File: src/rtl/mips_pkg.sv
// rtl/mips_pkg.sv - shared MIPS pipeline constants: widths, ALU ops, forward selects
package mips_pkg;

  localparam int DATA_W_DEF = 32;
  localparam int REG_AW_DEF = 5;
  localparam int CTRL_W_DEF = 3;

  typedef enum logic [2:0] {
    ALU_AND = 3'b000,
    ALU_OR  = 3'b001,
    ALU_ADD = 3'b010,
    ALU_SUB = 3'b100,
    ALU_MUL = 3'b101,
    ALU_SLT = 3'b110
  } alu_op_e;

  typedef enum logic [1:0] {
    FWD_REG = 2'b00,
    FWD_WB  = 2'b01,
    FWD_MEM = 2'b10
  } fwd_sel_e;

endpackage

File: src/rtl/id_ex_operand_stage_if.sv
// rtl/id_ex_operand_stage_if.sv - decode/hazard/forward inputs and execute outputs of the ID/EX stage
interface id_ex_operand_stage_if
  import mips_pkg::*;
#(
  parameter int DATA_W = DATA_W_DEF,
  parameter int REG_AW = REG_AW_DEF,
  parameter int CTRL_W = CTRL_W_DEF
);
  // decode-stage operands and control
  logic [DATA_W-1:0] RD1D;
  logic [DATA_W-1:0] RD2D;
  logic [DATA_W-1:0] SignImmD;
  logic [REG_AW-1:0] RsD;
  logic [REG_AW-1:0] RtD;
  logic [REG_AW-1:0] RdD;
  logic              RegWriteD;
  logic              MemtoRegD;
  logic              MemWriteD;
  logic              ALUSrcD;
  logic              RegDstD;
  logic [CTRL_W-1:0] ALUControlD;
  // hazard unit
  logic              StallE;
  logic              FlushE;
  logic [1:0]        ForwardAE;
  logic [1:0]        ForwardBE;
  // later-stage results for forwarding
  logic [DATA_W-1:0] ALUOutM;
  logic [DATA_W-1:0] ResultW;
  // execute-stage outputs
  logic [DATA_W-1:0] SrcAE;
  logic [DATA_W-1:0] SrcBE;
  logic [CTRL_W-1:0] ALUControlE;
  logic [DATA_W-1:0] WriteDataE;
  logic [REG_AW-1:0] WriteRegE;
  logic [REG_AW-1:0] RsE;
  logic [REG_AW-1:0] RtE;
  logic              RegWriteE;
  logic              MemtoRegE;
  logic              MemWriteE;
  logic              ValidE;

  modport master (
    output RD1D, RD2D, SignImmD, RsD, RtD, RdD,
    output RegWriteD, MemtoRegD, MemWriteD, ALUSrcD, RegDstD, ALUControlD,
    output StallE, FlushE, ForwardAE, ForwardBE, ALUOutM, ResultW,
    input  SrcAE, SrcBE, ALUControlE, WriteDataE, WriteRegE, RsE, RtE,
    input  RegWriteE, MemtoRegE, MemWriteE, ValidE
  );

  modport slave (
    input  RD1D, RD2D, SignImmD, RsD, RtD, RdD,
    input  RegWriteD, MemtoRegD, MemWriteD, ALUSrcD, RegDstD, ALUControlD,
    input  StallE, FlushE, ForwardAE, ForwardBE, ALUOutM, ResultW,
    output SrcAE, SrcBE, ALUControlE, WriteDataE, WriteRegE, RsE, RtE,
    output RegWriteE, MemtoRegE, MemWriteE, ValidE
  );

endinterface

File: src/rtl/id_ex_operand_stage_fwd_mux3.sv
// rtl/id_ex_operand_stage_fwd_mux3.sv - 3:1 forwarding mux, select 11 falls back to the register value
module fwd_mux3
  import mips_pkg::*;
#(
  parameter int DATA_W = DATA_W_DEF
) (
  input  logic [DATA_W-1:0] regIn,
  input  logic [DATA_W-1:0] wbIn,
  input  logic [DATA_W-1:0] memIn,
  input  logic [1:0]        sel,
  output logic [DATA_W-1:0] muxOut
);

  // pick forwarded source; the unused code 11 behaves like 00 so nothing goes X
  always_comb begin
    muxOut = regIn;
    case (sel)
      FWD_WB:  muxOut = wbIn;
      FWD_MEM: muxOut = memIn;
      default: muxOut = regIn;
    endcase
  end

endmodule

File: src/rtl/id_ex_operand_stage.sv
// rtl/id_ex_operand_stage.sv - ID/EX register with forwarding and ALU operand select; IDEX_PERF_CNT_EN adds bubble/stall counters
module id_ex_operand_stage
  import mips_pkg::*;
#(
  parameter int DATA_W = DATA_W_DEF,
  parameter int REG_AW = REG_AW_DEF,
  parameter int CTRL_W = CTRL_W_DEF,
  parameter int CNT_W  = 16
) (
  input logic clk,
  input logic rst_n,
  id_ex_operand_stage_if.slave bus
`ifdef IDEX_PERF_CNT_EN
  ,
  output logic [CNT_W-1:0] BubbleCnt,
  output logic [CNT_W-1:0] StallCnt
`endif
);

  logic [DATA_W-1:0] rd1E;
  logic [DATA_W-1:0] rd2E;
  logic [DATA_W-1:0] signImmE;
  logic [REG_AW-1:0] rsE;
  logic [REG_AW-1:0] rtE;
  logic [REG_AW-1:0] rdE;
  logic              regWriteE;
  logic              memtoRegE;
  logic              memWriteE;
  logic              aluSrcE;
  logic              regDstE;
  logic [CTRL_W-1:0] aluControlE;
  logic              validE;

  logic [DATA_W-1:0] srcA;
  logic [DATA_W-1:0] writeData;

  // pipeline register: reset, then flush (bubble), then stall (hold), else capture
  always_ff @(posedge clk) begin
    if (!rst_n || bus.FlushE) begin
      rd1E        <= '0;
      rd2E        <= '0;
      signImmE    <= '0;
      rsE         <= '0;
      rtE         <= '0;
      rdE         <= '0;
      regWriteE   <= 1'b0;
      memtoRegE   <= 1'b0;
      memWriteE   <= 1'b0;
      aluSrcE     <= 1'b0;
      regDstE     <= 1'b0;
      aluControlE <= '0;
      validE      <= 1'b0;
    end else if (!bus.StallE) begin
      rd1E        <= bus.RD1D;
      rd2E        <= bus.RD2D;
      signImmE    <= bus.SignImmD;
      rsE         <= bus.RsD;
      rtE         <= bus.RtD;
      rdE         <= bus.RdD;
      regWriteE   <= bus.RegWriteD;
      memtoRegE   <= bus.MemtoRegD;
      memWriteE   <= bus.MemWriteD;
      aluSrcE     <= bus.ALUSrcD;
      regDstE     <= bus.RegDstD;
      aluControlE <= bus.ALUControlD;
      validE      <= 1'b1;
    end
  end

  fwd_mux3 #(.DATA_W(DATA_W)) uFwdA (
    .regIn  (rd1E),
    .wbIn   (bus.ResultW),
    .memIn  (bus.ALUOutM),
    .sel    (bus.ForwardAE),
    .muxOut (srcA)
  );

  fwd_mux3 #(.DATA_W(DATA_W)) uFwdB (
    .regIn  (rd2E),
    .wbIn   (bus.ResultW),
    .memIn  (bus.ALUOutM),
    .sel    (bus.ForwardBE),
    .muxOut (writeData)
  );

  // operand B takes the immediate or the forwarded store data; destination picks rd or rt
  always_comb begin
    bus.SrcAE       = srcA;
    bus.WriteDataE  = writeData;
    bus.SrcBE       = aluSrcE ? signImmE : writeData;
    bus.WriteRegE   = regDstE ? rdE : rtE;
    bus.ALUControlE = aluControlE;
    bus.RsE         = rsE;
    bus.RtE         = rtE;
    bus.RegWriteE   = regWriteE;
    bus.MemtoRegE   = memtoRegE;
    bus.MemWriteE   = memWriteE;
    bus.ValidE      = validE;
  end

`ifdef IDEX_PERF_CNT_EN
  // saturating counters of flush cycles and of stall cycles that were not overridden by a flush
  always_ff @(posedge clk) begin
    if (!rst_n) begin
      BubbleCnt <= '0;
      StallCnt  <= '0;
    end else begin
      if (bus.FlushE && (BubbleCnt != '1)) begin
        BubbleCnt <= BubbleCnt + CNT_W'(1);
      end
      if (bus.StallE && !bus.FlushE && (StallCnt != '1)) begin
        StallCnt <= StallCnt + CNT_W'(1);
      end
    end
  end
`endif

endmodule

File: src/flat_wrapper.sv
// flat-port wrapper written by rule: the top's interface ports become plain ports
module id_ex_operand_stage_flat import mips_pkg::*;
#(
  parameter int DATA_W = DATA_W_DEF,
  parameter int REG_AW = REG_AW_DEF,
  parameter int CTRL_W = CTRL_W_DEF,
  parameter int CNT_W  = 16
)
  (clk, rst_n, bus_RD1D, bus_RD2D, bus_SignImmD, bus_RsD, bus_RtD, bus_RdD, bus_RegWriteD, bus_MemtoRegD, bus_MemWriteD, bus_ALUSrcD, bus_RegDstD, bus_ALUControlD, bus_StallE, bus_FlushE, bus_ForwardAE, bus_ForwardBE, bus_ALUOutM, bus_ResultW, bus_SrcAE, bus_SrcBE, bus_ALUControlE, bus_WriteDataE, bus_WriteRegE, bus_RsE, bus_RtE, bus_RegWriteE, bus_MemtoRegE, bus_MemWriteE, bus_ValidE);
  id_ex_operand_stage_if #(.DATA_W(DATA_W), .REG_AW(REG_AW), .CTRL_W(CTRL_W)) bus_i ();
  input logic clk;
  input logic rst_n;
  input wire logic [$bits(bus_i.RD1D)-1:0] bus_RD1D;
  input wire logic [$bits(bus_i.RD2D)-1:0] bus_RD2D;
  input wire logic [$bits(bus_i.SignImmD)-1:0] bus_SignImmD;
  input wire logic [$bits(bus_i.RsD)-1:0] bus_RsD;
  input wire logic [$bits(bus_i.RtD)-1:0] bus_RtD;
  input wire logic [$bits(bus_i.RdD)-1:0] bus_RdD;
  input wire logic [$bits(bus_i.RegWriteD)-1:0] bus_RegWriteD;
  input wire logic [$bits(bus_i.MemtoRegD)-1:0] bus_MemtoRegD;
  input wire logic [$bits(bus_i.MemWriteD)-1:0] bus_MemWriteD;
  input wire logic [$bits(bus_i.ALUSrcD)-1:0] bus_ALUSrcD;
  input wire logic [$bits(bus_i.RegDstD)-1:0] bus_RegDstD;
  input wire logic [$bits(bus_i.ALUControlD)-1:0] bus_ALUControlD;
  input wire logic [$bits(bus_i.StallE)-1:0] bus_StallE;
  input wire logic [$bits(bus_i.FlushE)-1:0] bus_FlushE;
  input wire logic [$bits(bus_i.ForwardAE)-1:0] bus_ForwardAE;
  input wire logic [$bits(bus_i.ForwardBE)-1:0] bus_ForwardBE;
  input wire logic [$bits(bus_i.ALUOutM)-1:0] bus_ALUOutM;
  input wire logic [$bits(bus_i.ResultW)-1:0] bus_ResultW;
  output wire logic [$bits(bus_i.SrcAE)-1:0] bus_SrcAE;
  output wire logic [$bits(bus_i.SrcBE)-1:0] bus_SrcBE;
  output wire logic [$bits(bus_i.ALUControlE)-1:0] bus_ALUControlE;
  output wire logic [$bits(bus_i.WriteDataE)-1:0] bus_WriteDataE;
  output wire logic [$bits(bus_i.WriteRegE)-1:0] bus_WriteRegE;
  output wire logic [$bits(bus_i.RsE)-1:0] bus_RsE;
  output wire logic [$bits(bus_i.RtE)-1:0] bus_RtE;
  output wire logic [$bits(bus_i.RegWriteE)-1:0] bus_RegWriteE;
  output wire logic [$bits(bus_i.MemtoRegE)-1:0] bus_MemtoRegE;
  output wire logic [$bits(bus_i.MemWriteE)-1:0] bus_MemWriteE;
  output wire logic [$bits(bus_i.ValidE)-1:0] bus_ValidE;
  assign bus_i.RD1D = bus_RD1D;
  assign bus_i.RD2D = bus_RD2D;
  assign bus_i.SignImmD = bus_SignImmD;
  assign bus_i.RsD = bus_RsD;
  assign bus_i.RtD = bus_RtD;
  assign bus_i.RdD = bus_RdD;
  assign bus_i.RegWriteD = bus_RegWriteD;
  assign bus_i.MemtoRegD = bus_MemtoRegD;
  assign bus_i.MemWriteD = bus_MemWriteD;
  assign bus_i.ALUSrcD = bus_ALUSrcD;
  assign bus_i.RegDstD = bus_RegDstD;
  assign bus_i.ALUControlD = bus_ALUControlD;
  assign bus_i.StallE = bus_StallE;
  assign bus_i.FlushE = bus_FlushE;
  assign bus_i.ForwardAE = bus_ForwardAE;
  assign bus_i.ForwardBE = bus_ForwardBE;
  assign bus_i.ALUOutM = bus_ALUOutM;
  assign bus_i.ResultW = bus_ResultW;
  assign bus_SrcAE = bus_i.SrcAE;
  assign bus_SrcBE = bus_i.SrcBE;
  assign bus_ALUControlE = bus_i.ALUControlE;
  assign bus_WriteDataE = bus_i.WriteDataE;
  assign bus_WriteRegE = bus_i.WriteRegE;
  assign bus_RsE = bus_i.RsE;
  assign bus_RtE = bus_i.RtE;
  assign bus_RegWriteE = bus_i.RegWriteE;
  assign bus_MemtoRegE = bus_i.MemtoRegE;
  assign bus_MemWriteE = bus_i.MemWriteE;
  assign bus_ValidE = bus_i.ValidE;
  id_ex_operand_stage #(.DATA_W(DATA_W), .REG_AW(REG_AW), .CTRL_W(CTRL_W), .CNT_W(CNT_W)) u_core (.clk(clk), .rst_n(rst_n), .bus(bus_i));
endmodule
File: config.mk
export PLATFORM = sky130hd
export DESIGN_NAME = id_ex_operand_stage_flat
export DESIGN_NICKNAME = d
export VERILOG_FILES = /design/src/rtl/mips_pkg.sv /design/src/rtl/id_ex_operand_stage_if.sv /design/src/rtl/id_ex_operand_stage_fwd_mux3.sv /design/src/rtl/id_ex_operand_stage.sv /design/src/flat_wrapper.sv
export SDC_FILE = /design/constraint.sdc
export NUM_CORES = 1
export LEC_CHECK = 0
export CORE_UTILIZATION = 41
export DETAILED_ROUTE_END_ITERATION = 12
export GPL_TIMING_DRIVEN = 0
export MAX_ROUTING_LAYER = met4
export PLACE_DENSITY = 0.87
export SLEW_MARGIN = 40
export SYNTH_ARGS = -nofsm -noshare
export SYNTH_HDL_FRONTEND = slang
export SYNTH_HIERARCHICAL = 1
export SYNTH_SLANG_ARGS = --single-unit
File: constraint.sdc
create_clock -name clk -period 1.8 [get_ports clk]
set_clock_uncertainty 0.2 [all_clocks]
set_input_delay 0.27 -clock clk [delete_from_list [all_inputs] [get_ports clk]]
set_output_delay 0.27 -clock clk [all_outputs]
set_load 0.02 [all_outputs]
==> results of run 1 <==
==> logic make-up (layout without fill, tap and decap cells) <==
| group | Yosys count | count (layout) | synth area share, % |
|---|---|---|---|
| simple gates | 184 | 184 | 11.41 |
| compound gates | 129 | 129 | 13.27 |
| mux | 156 | 156 | 26.47 |
| buf+inv | 63 | 428 | 8.467 |
| fa+ha+maj | 4 | 4 | 0.8241 |
| flops | 120 | 120 | 39.55 |
==> path summary, 6_finish.rpt <==
kind	from	endpoint	slack, ps	cells after the start
setup / recovery	bus_ForwardBE[0]	bus_SrcBE[19]	-290	8
hold / removal	bus_StallE	u_core/regDstE	160	4
setup reg to reg	u_core/aluSrcE	u_core/aluSrcE	540	5
hold reg to reg	u_core/bus.ValidE	u_core/bus.ValidE	250	2
==> layout make-up <==
type / instances / area, sq um
Buffer: 56 / 772.0
Clock buffer: 18 / 439.2
Clock inverter: 14 / 140.1
Fill cell: 885 / 2775
Inverter: 5 / 23.77
Multi-Input combinational cell: 473 / 4208
Sequential cell: 120 / 2407
Tap cell: 184 / 230.2
Timing Repair Buffer: 335 / 3483
==> cells in the mapped netlist, types with 4 or more instances <==
| cell type | n |
|---|---|
| sky130_fd_sc_hd__mux2_2 | 37 |
| sky130_fd_sc_hd__inv_1 | 5 |
| sky130_fd_sc_hd__ha_1 | 4 |
| sky130_fd_sc_hd__clkbuf_1 | 8 |
| sky130_fd_sc_hd__buf_4 | 5 |
| sky130_fd_sc_hd__dfxtp_1 | 120 |
| sky130_fd_sc_hd__buf_6 | 6 |
| sky130_fd_sc_hd__buf_12 | 11 |
| sky130_fd_sc_hd__buf_2 | 28 |
| sky130_fd_sc_hd__a22oi_1 | 64 |
| sky130_fd_sc_hd__o21ai_1 | 60 |
| sky130_fd_sc_hd__mux2i_1 | 119 |
| sky130_fd_sc_hd__o21ai_0 | 4 |
| sky130_fd_sc_hd__nor2_1 | 119 |
| sky130_fd_sc_hd__nand2_1 | 64 |
==> per-layer routing <==
metal / GRT usage [%] / wire (um) / vias to the layer above
li1: - / - / 3007
met2: 56.08 / 12950 / 267
met4: 14.46 / 869 / 0
met5: - / 0 / -
met3: 7.372 / 1660 / 63
met1: 35.43 / 9759 / 3132
==> flip-flops by register name, summed over array words and instances, names as in the netlist <==
signal / count
u_core/aluSrcE: 1
u_core/bus.ALUControlE: 3
u_core/bus.MemWriteE: 1
u_core/bus.MemtoRegE: 1
u_core/bus.RegWriteE: 1
u_core/bus.RsE: 5
u_core/bus.RtE: 5
u_core/bus.ValidE: 1
u_core/rd1E: 32
u_core/rd2E: 32
u_core/rdE: 5
u_core/regDstE: 1
u_core/signImmE: 32
==> critical path, delay by kind of cell <==
| kind | cells | cell delay, ps |
|---|---|---|
| compound gates | 2 | 330 |
| mux | 1 | 290 |
| buf+inv | 4 | 510 |
| fa+ha+maj | 1 | 200 |
==> power breakdown <==
group          switching (mW)  internal [mW]
Sequential             0.0586           2.74
Combinational            1.21           1.43
Clock                    1.39           1.97
Total                    2.65           6.14
==> metrics by stage <==
stage / instance area [sq um] / setup TNS, ps / hold WS, ps / std cells
2_1_floorplan: 6715 / -121.3 / 213.9 / 656
3_3_place_gp: 10020 / -121000 / 232.5 / 1147
3_5_place_dp: 10020 / -124940 / 243.6 / 1147
4_1_cts: 11410 / -8278 / 160.1 / 1203
5_1_grt: 11700 / -9177 / 183.2 / 1205
6_report: 11700 / -8171 / 162.8 / 1205
==> repair_timing <==
| item | CTS | global route |
|---|---|---|
| pin swaps | 52 | 14 |
| cloned | 7 | 1 |
| setup endpoints to repair | 118 | 96 |
| gates resized for setup | 708 | 80 |
| buffers inserted | 18 | 3 |
==> report_table.html, run 1 <==
<table>
<tr><th>Metric</th><th>Value</th></tr>
<tr><th colspan="2">Synth</th></tr>
<tr><td>Number of enable-type register cells in the synthesized netlist</td><td>0</td></tr>
<tr><td>Post-Syn Nets</td><td>851</td></tr>
<tr><td>Sequential element share of the synthesized area</td><td>39.56%</td></tr>
<tr><td>Cell type with the highest aggregate area in the netlist</td><td>sky130_fd_sc_hd__dfxtp_1</td></tr>
<tr><td>Largest cells by area after synthesis</td><td>sky130_fd_sc_hd__dfxtp_1, sky130_fd_sc_hd__mux2i_1, sky130_fd_sc_hd__a22oi_1</td></tr>
<tr><td>Post-synthesis cell type count</td><td>17</td></tr>
<tr><td>Fraction of post-synthesis cell area in the top cell type by area</td><td>around 40%</td></tr>
<tr><td>Share of async-settable or async-resettable flops after synthesis</td><td>0%</td></tr>
<tr><td>Flops &amp; latches, synth</td><td>120</td></tr>
<tr><td>Mapped cell area</td><td>0.006073 sq mm</td></tr>
<tr><td>Post-Syn Area per Cell</td><td>~9.3 sq um</td></tr>
<tr><td>Synth warn</td><td>6</td></tr>
<tr><td>Main synth FF type</td><td>sky130_fd_sc_hd__dfxtp_1</td></tr>
<tr><td>Synth Instances</td><td>between 600 and 700</td></tr>
<tr><th colspan="2">Floorplan</th></tr>
<tr><td>Vertical die dimension</td><td>between 100 and 150 um</td></tr>
<tr><td>Die Footprint</td><td>about 0.015 sq mm</td></tr>
<tr><td>Initial core utilization</td><td>a little over two fifths</td></tr>
<tr><td>Std cell rows</td><td>44</td></tr>
<tr><td>Horiz. Die Dim</td><td>between 100 and 150 um</td></tr>
<tr><td>Number of top-level pins</td><td>a little over 300</td></tr>
<tr><td>Area inside the core boundary</td><td>approximately 0.014 sq mm</td></tr>
<tr><th colspan="2">Worst setup path</th></tr>
<tr><td>Endpoint type of the worst setup path</td><td>output pin</td></tr>
<tr><td>Critical path arrival</td><td>1620 ps</td></tr>
<tr><td>Critical Path Max Stage Delay</td><td>around 290 ps</td></tr>
<tr><td>Crit path top cell by count</td><td>sky130_fd_sc_hd__buf_12</td></tr>
<tr><td>Category of the worst setup path launch point</td><td>input port</td></tr>
<tr><td>Ordered list of cells on the worst path</td><td>buf_12 -&gt; buf_12 -&gt; ha_4 -&gt; buf_8 -&gt; a22oi_2 -&gt; o21ai_4 -&gt; mux2_4 -&gt; buf_6</td></tr>
<tr><td>Required time at the worst-slack endpoint</td><td>roughly 1300 ps</td></tr>
<tr><td>Worst setup path category</td><td>input port to output pin</td></tr>
<tr><td>Maximum net fanout on the critical path</td><td>10</td></tr>
<tr><td>Standard cell with the maximum stage delay on the critical path</td><td>sky130_fd_sc_hd__mux2_4</td></tr>
<tr><th colspan="2">Clock network</th></tr>
<tr><td>TritonCTS Sinks</td><td>120</td></tr>
<tr><td>Number of H-tree levels</td><td>4</td></tr>
<tr><td>Clock Path Buffers</td><td>2</td></tr>
<tr><td>TritonCTS clock tree</td><td>built</td></tr>
<tr><td>Worst skew pair latency</td><td>approximately 420 ps</td></tr>
<tr><td>Clock transition at the register clock pins on the worst setup and hold paths after CTS</td><td>approximately 60 ps</td></tr>
<tr><td>Clock tree root driver cell</td><td>sky130_fd_sc_hd__clkbuf_16</td></tr>
<tr><td>Hold-fix buffers, CTS</td><td>0</td></tr>
<tr><td>Number of buffers added by the clock tree synthesis step</td><td>17</td></tr>
<tr><th colspan="2">Global routing</th></tr>
<tr><td>Pin count of the biggest net entering global routing</td><td>17</td></tr>
<tr><td>Global-route wire length before repair</td><td>approximately 36 mm</td></tr>
<tr><td>Number of global-route vias before repair</td><td>about 6.7k</td></tr>
<tr><td>Overall Global Routing Usage</td><td>between 30% and 40%</td></tr>
<tr><td>Initial antenna violation count</td><td>0</td></tr>
<tr><td>Global route total overflow</td><td>0</td></tr>
<tr><th colspan="2">Pwr</th></tr>
<tr><td>Leak</td><td>~5 nW</td></tr>
<tr><td>Final Total Pwr</td><td>a little under 9 mW</td></tr>
<tr><td>Largest vdd supply drop</td><td>around 0.75 mV</td></tr>
<tr><td>Power density over the cells</td><td>roughly 750 mW/mm^2</td></tr>
<tr><th colspan="2">Job</th></tr>
<tr><td>Number of max-cap violations</td><td>0</td></tr>
<tr><th colspan="2">Placement</th></tr>
<tr><td>Routability congestion estimate</td><td>between 0.8 and 0.9</td></tr>
<tr><td>HPWL reported at the end of detailed placement</td><td>between 15 and 20 mm</td></tr>
<tr><td>Pre-CTS setup slack</td><td>-1377 ps</td></tr>
<tr><td>IO buf count</td><td>slightly above 300</td></tr>
<tr><th colspan="2">Cells and area</th></tr>
<tr><td>Fraction of layout cells with a size suffix above 1</td><td>38.88%</td></tr>
<tr><td>Nets@finish</td><td>roughly 1.2k</td></tr>
<tr><td>Final core utilization</td><td>around four fifths</td></tr>
<tr><td>Commonest cells after routing, fill and taps aside</td><td>sky130_fd_sc_hd__clkdlybuf4s50_1, sky130_fd_sc_hd__mux2i_1, sky130_fd_sc_hd__nor2_1, sky130_fd_sc_hd__dfxtp_1, sky130_fd_sc_hd__buf_6</td></tr>
<tr><td>Leading cell type in the layout, fill and taps excluded</td><td>sky130_fd_sc_hd__clkdlybuf4s50_1</td></tr>
<tr><td>Area growth from synthesis to final layout</td><td>92.71%</td></tr>
<tr><td>N_diodes</td><td>0</td></tr>
<tr><th colspan="2">Detailed routing</th></tr>
<tr><td>Starting DRT DRC Count</td><td>between 300 and 400</td></tr>
<tr><td>Number of routed nets with antenna violations</td><td>0</td></tr>
<tr><td>Routed Wire Length</td><td>25.24 mm</td></tr>
<tr><td>Number of iterations in the first detailed-routing pass</td><td>5</td></tr>
<tr><td>Vias per cell</td><td>roughly 5.4</td></tr>
<tr><td>Number of remaining DRC errors</td><td>0</td></tr>
<tr><td>Detailed-route wire length per cell</td><td>~21 um</td></tr>
<tr><td>Total number of vias</td><td>6469</td></tr>
<tr><th colspan="2">STA</th></tr>
<tr><td>Unrepaired setup endpoints after global routing</td><td>yes</td></tr>
<tr><td>Final setup fails</td><td>47</td></tr>
<tr><td>Max Fclk</td><td>around 480 MHz</td></tr>
<tr><td>Worst-case headroom to the max-slew limit</td><td>between 60% and 70%</td></tr>
<tr><td>Number of pins exceeding their max-slew limit in the final report</td><td>0</td></tr>
<tr><td>Time the final worst path needs with I/O delays and setup</td><td>2086 ps</td></tr>
<tr><td>Final setup slack of the worst path</td><td>-285.9 ps</td></tr>
<tr><td>Number of endpoints with negative hold slack in the final report</td><td>0</td></tr>
<tr><td>Actual slew at the worst max-slew pin</td><td>around 570 ps</td></tr>
<tr><td>Tcrit/Tclk final</td><td>115.9%</td></tr>
<tr><th colspan="2">Run status</th></tr>
<tr><td>Violated checks</td><td>setup timing</td></tr>
<tr><td>Run status</td><td>finished, violations left</td></tr>
<tr><th colspan="2">Hold path</th></tr>
<tr><td>Hold WC Path Type</td><td>input port to register</td></tr>
</table>
(Power assumes the default switching activity.)
==> inputs of run 2 (changes only) <==
--- a/config.mk
+++ b/config.mk
@@ -5,11 +5,11 @@
 export SDC_FILE = /design/constraint.sdc
 export NUM_CORES = 1
 export LEC_CHECK = 0
-export CORE_UTILIZATION = 41
+export CORE_UTILIZATION = 43
 export DETAILED_ROUTE_END_ITERATION = 12
 export GPL_TIMING_DRIVEN = 0
 export MAX_ROUTING_LAYER = met4
-export PLACE_DENSITY = 0.87
+export PLACE_DENSITY = 0.91
 export SLEW_MARGIN = 40
 export SYNTH_ARGS = -nofsm -noshare
 export SYNTH_HDL_FRONTEND = slang
==> constraint.sdc (replaced) <==
create_clock -name clk -period 2.6 [get_ports clk]
set_clock_uncertainty 0.2 [all_clocks]
set_input_delay 0.39 -clock clk [delete_from_list [all_inputs] [get_ports clk]]
set_output_delay 0.39 -clock clk [all_outputs]
set_load 0.02 [all_outputs]
==> run 2 against run 1 <==
- the run now ends clean
- setup slack improved by 380 ps
- count of clock-buffer cells in the layout grew 1
- largest cell class unchanged
- global-route usage fell by 0.45 points
- non-clock buffer count down 27
- register-to-register slack gained 810 ps
- final area down 15%
- sequential power decreased by 31%
- sequential share of layout area increased by 3.6 points
- critical path depth did not move
==> report_table.html, run 2 (same netlist as run 1, synthesis figures left out) <==
<table>
<tr><th>Metric</th><th>Value</th></tr>
<tr><th colspan="2">Detailed routing</th></tr>
<tr><td>M1 wire length</td><td>8.800 mm (-9.8%)</td></tr>
<tr><td>Routed Wire Length</td><td>22.94 mm (-9.1%)</td></tr>
<tr><td>Highest metal layer with signal wires</td><td>met4</td></tr>
<tr><td>DR WL met3</td><td>1.816 mm (+9.4%)</td></tr>
<tr><td>Total number of vias</td><td>6322 (-2.3%)</td></tr>
<tr><td>Detailed-route wire length per cell</td><td>19.54 um (-6.7%)</td></tr>
<tr><td>Number of routed nets with antenna violations</td><td>0 (unchanged)</td></tr>
<tr><td>Number of remaining DRC errors</td><td>0 (unchanged)</td></tr>
<tr><td>Vias per cell</td><td>5.385 (+0.31%)</td></tr>
<tr><td>Number of iterations in the first detailed-routing pass</td><td>5 (unchanged)</td></tr>
<tr><td>Routed wl met2</td><td>11.75 mm (-9.3%)</td></tr>
<tr><td>Starting DRT DRC Count</td><td>473 (+46%)</td></tr>
<tr><th colspan="2">Placement</th></tr>
<tr><td>Pre-CTS setup slack</td><td>-773.4 ps (+603.2 ps)</td></tr>
<tr><td>Routability congestion estimate</td><td>0.8727 (-1.6%)</td></tr>
<tr><td>IO buf count</td><td>307 (unchanged)</td></tr>
<tr><td>HPWL reported at the end of detailed placement</td><td>16.52 mm (-1.7%)</td></tr>
<tr><th colspan="2">Clock network</th></tr>
<tr><td>Number of H-tree levels</td><td>4 (unchanged)</td></tr>
<tr><td>Clock tree root driver cell</td><td>sky130_fd_sc_hd__clkbuf_16</td></tr>
<tr><td>TritonCTS Sinks</td><td>120 (unchanged)</td></tr>
<tr><td>TritonCTS clock tree</td><td>built</td></tr>
<tr><td>Worst skew pair latency</td><td>410 ps (about the same)</td></tr>
<tr><td>Clock transition at the register clock pins on the worst setup and hold paths after CTS</td><td>60 ps (about the same)</td></tr>
<tr><td>Clock Path Buffers</td><td>2 (unchanged)</td></tr>
<tr><td>Hold-fix buffers, CTS</td><td>0 (unchanged)</td></tr>
<tr><td>Number of buffers added by the clock tree synthesis step</td><td>17 (unchanged)</td></tr>
<tr><th colspan="2">STA</th></tr>
<tr><td>Worst-case headroom to the max-slew limit</td><td>58.46% (-3.8 points)</td></tr>
<tr><td>Time the final worst path needs with I/O delays and setup</td><td>around 2500 ps</td></tr>
<tr><td>Final setup fails</td><td>0 (-100%)</td></tr>
<tr><td>Max Fclk</td><td>~400 MHz</td></tr>
<tr><td>Unrepaired setup endpoints after global routing</td><td>no</td></tr>
<tr><td>Actual slew at the worst max-slew pin</td><td>623.0 ps (+57.01 ps)</td></tr>
<tr><td>Number of pins exceeding their max-slew limit in the final report</td><td>0 (unchanged)</td></tr>
<tr><td>Number of endpoints with negative hold slack in the final report</td><td>0 (unchanged)</td></tr>
<tr><td>Tcrit/Tclk final</td><td>between 90% and 100%</td></tr>
<tr><td>Worst hold slack after final layout</td><td>245.9 ps (+83.11 ps)</td></tr>
<tr><td>Final setup slack of the worst path</td><td>95.19 ps (+381.1 ps)</td></tr>
<tr><th colspan="2">Global routing</th></tr>
<tr><td>Global route total overflow</td><td>0 (unchanged)</td></tr>
<tr><td>Number of global-route vias before repair</td><td>6576 (-1.9%)</td></tr>
<tr><td>Pin count of the biggest net entering global routing</td><td>17 (unchanged)</td></tr>
<tr><td>Overall Global Routing Usage</td><td>31.99% (-0.45 points)</td></tr>
<tr><td>Global-route wire length before repair</td><td>34.31 mm (-3.6%)</td></tr>
<tr><td>Initial antenna violation count</td><td>1 (+1)</td></tr>
<tr><th colspan="2">Cells and area</th></tr>
<tr><td>Largest registers</td><td>u_core/rd1E: 32 flops, u_core/rd2E: 32 flops, u_core/signImmE: 32 flops</td></tr>
<tr><td>Area growth from synthesis to final layout</td><td>63.70%</td></tr>
<tr><td>Number of filler instances in the final layout</td><td>1071 (+21%)</td></tr>
<tr><td>Commonest cells after routing, fill and taps aside</td><td>sky130_fd_sc_hd__clkdlybuf4s50_1, sky130_fd_sc_hd__dfxtp_1, sky130_fd_sc_hd__mux2i_1, sky130_fd_sc_hd__nor2_1, sky130_fd_sc_hd__buf_2</td></tr>
<tr><td>Nets@finish</td><td>1176 (-2.2%)</td></tr>
<tr><td>Leading cell type in the layout, fill and taps excluded</td><td>sky130_fd_sc_hd__clkdlybuf4s50_1</td></tr>
<tr><td>Fraction of layout cells with a size suffix above 1</td><td>21.25% (-18 points)</td></tr>
<tr><th colspan="2">Worst setup path</th></tr>
<tr><td>Beginning of the critical path</td><td>bus_ForwardAE[0]</td></tr>
<tr><td>Endpoint type of the worst setup path</td><td>output pin</td></tr>
<tr><td>Largest delay share family, worst path</td><td>buffers and inverters</td></tr>
<tr><td>Category of the worst setup path launch point</td><td>input port</td></tr>
<tr><td>Worst Path Buf+Inv</td><td>5 (+1)</td></tr>
<tr><td>Launch point of the worst reg-to-reg path</td><td>u_core/aluSrcE</td></tr>
<tr><td>Ordered list of cells on the worst path</td><td>clkdlybuf4s50_1 -&gt; inv_1 -&gt; ha_2 -&gt; buf_8 -&gt; buf_6 -&gt; nand2_1 -&gt; o21ai_1 -&gt; buf_2</td></tr>
<tr><td>Required time at the worst-slack endpoint</td><td>2010 ps (+680 ps)</td></tr>
<tr><td>Critical path arrival</td><td>1910 ps (+290 ps)</td></tr>
<tr><td>Standard cell with the maximum stage delay on the critical path</td><td>sky130_fd_sc_hd__clkdlybuf4s50_1</td></tr>
<tr><td>Critical Path Max Stage Delay</td><td>490 ps (+200 ps)</td></tr>
<tr><td>Maximum net fanout on the critical path</td><td>10 (unchanged)</td></tr>
<tr><td>Worst setup path category</td><td>input port to output pin</td></tr>
<tr><th colspan="2">Job</th></tr>
<tr><td>Number of max-cap violations</td><td>0 (unchanged)</td></tr>
<tr><th colspan="2">Floorplan</th></tr>
<tr><td>Area inside the core boundary</td><td>0.01383 sq mm (-4.5%)</td></tr>
<tr><td>Std cell rows</td><td>43 (-2.3%)</td></tr>
<tr><td>Die Footprint</td><td>0.01460 sq mm (-4.6%)</td></tr>
<tr><td>Vertical die dimension</td><td>120.8 um (-2.3%)</td></tr>
<tr><td>Horiz. Die Dim</td><td>120.8 um (-2.3%)</td></tr>
<tr><td>Number of top-level pins</td><td>309 (unchanged)</td></tr>
<tr><td>Initial core utilization</td><td>43.92% (+2.0 points)</td></tr>
<tr><th colspan="2">Pwr</th></tr>
<tr><td>Leak</td><td>4.349 nW (-13%)</td></tr>
<tr><td>Largest vdd supply drop</td><td>0.5388 mV (-28%)</td></tr>
<tr><td>Power density over the cells</td><td>588.8 mW/mm^2 (-22%)</td></tr>
<tr><th colspan="2">Hold path</th></tr>
<tr><td>Hold wc startpoint</td><td>u_core/bus.ValidE</td></tr>
<tr><td>Hold WC Path Type</td><td>register to register</td></tr>
<tr><th colspan="2">Run status</th></tr>
<tr><td>Run status</td><td>finished, final reports clean</td></tr>
</table>
## run 2: cell types whose count changed in the layout (fill, tap and decap cells not counted), moves of 31 or more
| cell | delta |
|---|---|
| sky130_fd_sc_hd__buf_2 | +47 |
| sky130_fd_sc_hd__nand2_1 | +39 |
| sky130_fd_sc_hd__mux2_4 | -34 |
| sky130_fd_sc_hd__buf_6 | -65 |
| sky130_fd_sc_hd__a22oi_2 | -31 |
| sky130_fd_sc_hd__mux2_2 | +34 |
| sky130_fd_sc_hd__a22oi_1 | +31 |
| sky130_fd_sc_hd__o21ai_1 | +40 |
| sky130_fd_sc_hd__o21ai_4 | -39 |
## run 2: cell type report
cell class,count,area (sq um),area share (%)
Timing Repair Buffer,307,2723,27.38
Inverter,5,18.77,0.1888
Buffer,57,625.6,6.292
Clock inverter,12,200.2,2.014
Tap cell,180,225.2,2.265
Sequential cell,120,2402,24.16
Multi-Input combinational cell,473,3302,33.21
Antenna cell,1,2.502,0.02517
Clock buffer,19,442.9,4.455
## run 2: path summary, 6_finish.rpt
check	to	slack, ps	cells after the start
setup / recovery	bus_SrcAE[13]	100	8
hold / removal	u_core/bus.ValidE	250	2
setup reg to reg	u_core/aluSrcE	1350	4
hold reg to reg	u_core/bus.ValidE	250	2
## run 2: worst min-delay path, cell delays in order, from the launching register on
cell	delay, ps
sky130_fd_sc_hd__dfxtp_1	310
sky130_fd_sc_hd__inv_1	50
sky130_fd_sc_hd__a21oi_1	40
## run 2: stage by stage
step | util (%) | cell area, sq um | power, mW | instances | TNS (ps)
after global routing | 71.90 | 9942 | 6.033 | 1174 | 0
after detailed placement | 67.78 | 9371 | 3.308 | 1143 | -54470
after CTS | 72.91 | 10080 | 5.884 | 1174 | 0
final | 71.90 | 9942 | 5.854 | 1174 | 0
after global placement | 67.78 | 9371 | 3.285 | 1143 | -52650
after floorplan | - | 6073 | 2.607 | 656 | 0
## run 2: repair_timing
action	4_1_cts	5_1_grt
cloned	0	0
resized for setup	338	34
setup buffers	0	0
endpoints found under the setup margin	96	35
pin swaps	2	0
## run 2: report_power, final
group,internal (mW),total [mW],leakage [nW],switching [mW]
Combinational,0.666,1.32,3.07,0.657
Clock,1.72,2.60,0.305,0.877
Sequential,1.90,1.93,0.978,0.0328
## run 2: layer usage
| metal | global-route usage [%] | vias up |
|---|---|---|
| met5 | - | - |
| met4 | 11.27 | 0 |
| met3 | 8.160 | 52 |
| met2 | 56.79 | 325 |
| met1 | 34.32 | 3004 |
| li1 | - | 2941 |
==> inputs of run 3 (changes only) <==
--- a/config.mk
+++ b/config.mk
@@ -10,7 +10,7 @@
 export GPL_TIMING_DRIVEN = 0
 export MAX_ROUTING_LAYER = met4
 export PLACE_DENSITY = 0.91
-export SLEW_MARGIN = 40
+export SLEW_MARGIN = 20
 export SYNTH_ARGS = -nofsm -noshare
 export SYNTH_HDL_FRONTEND = slang
 export SYNTH_HIERARCHICAL = 1
==> results of run 3 <==
No change in the layout: final DEF, timing and power equal those of run 2.
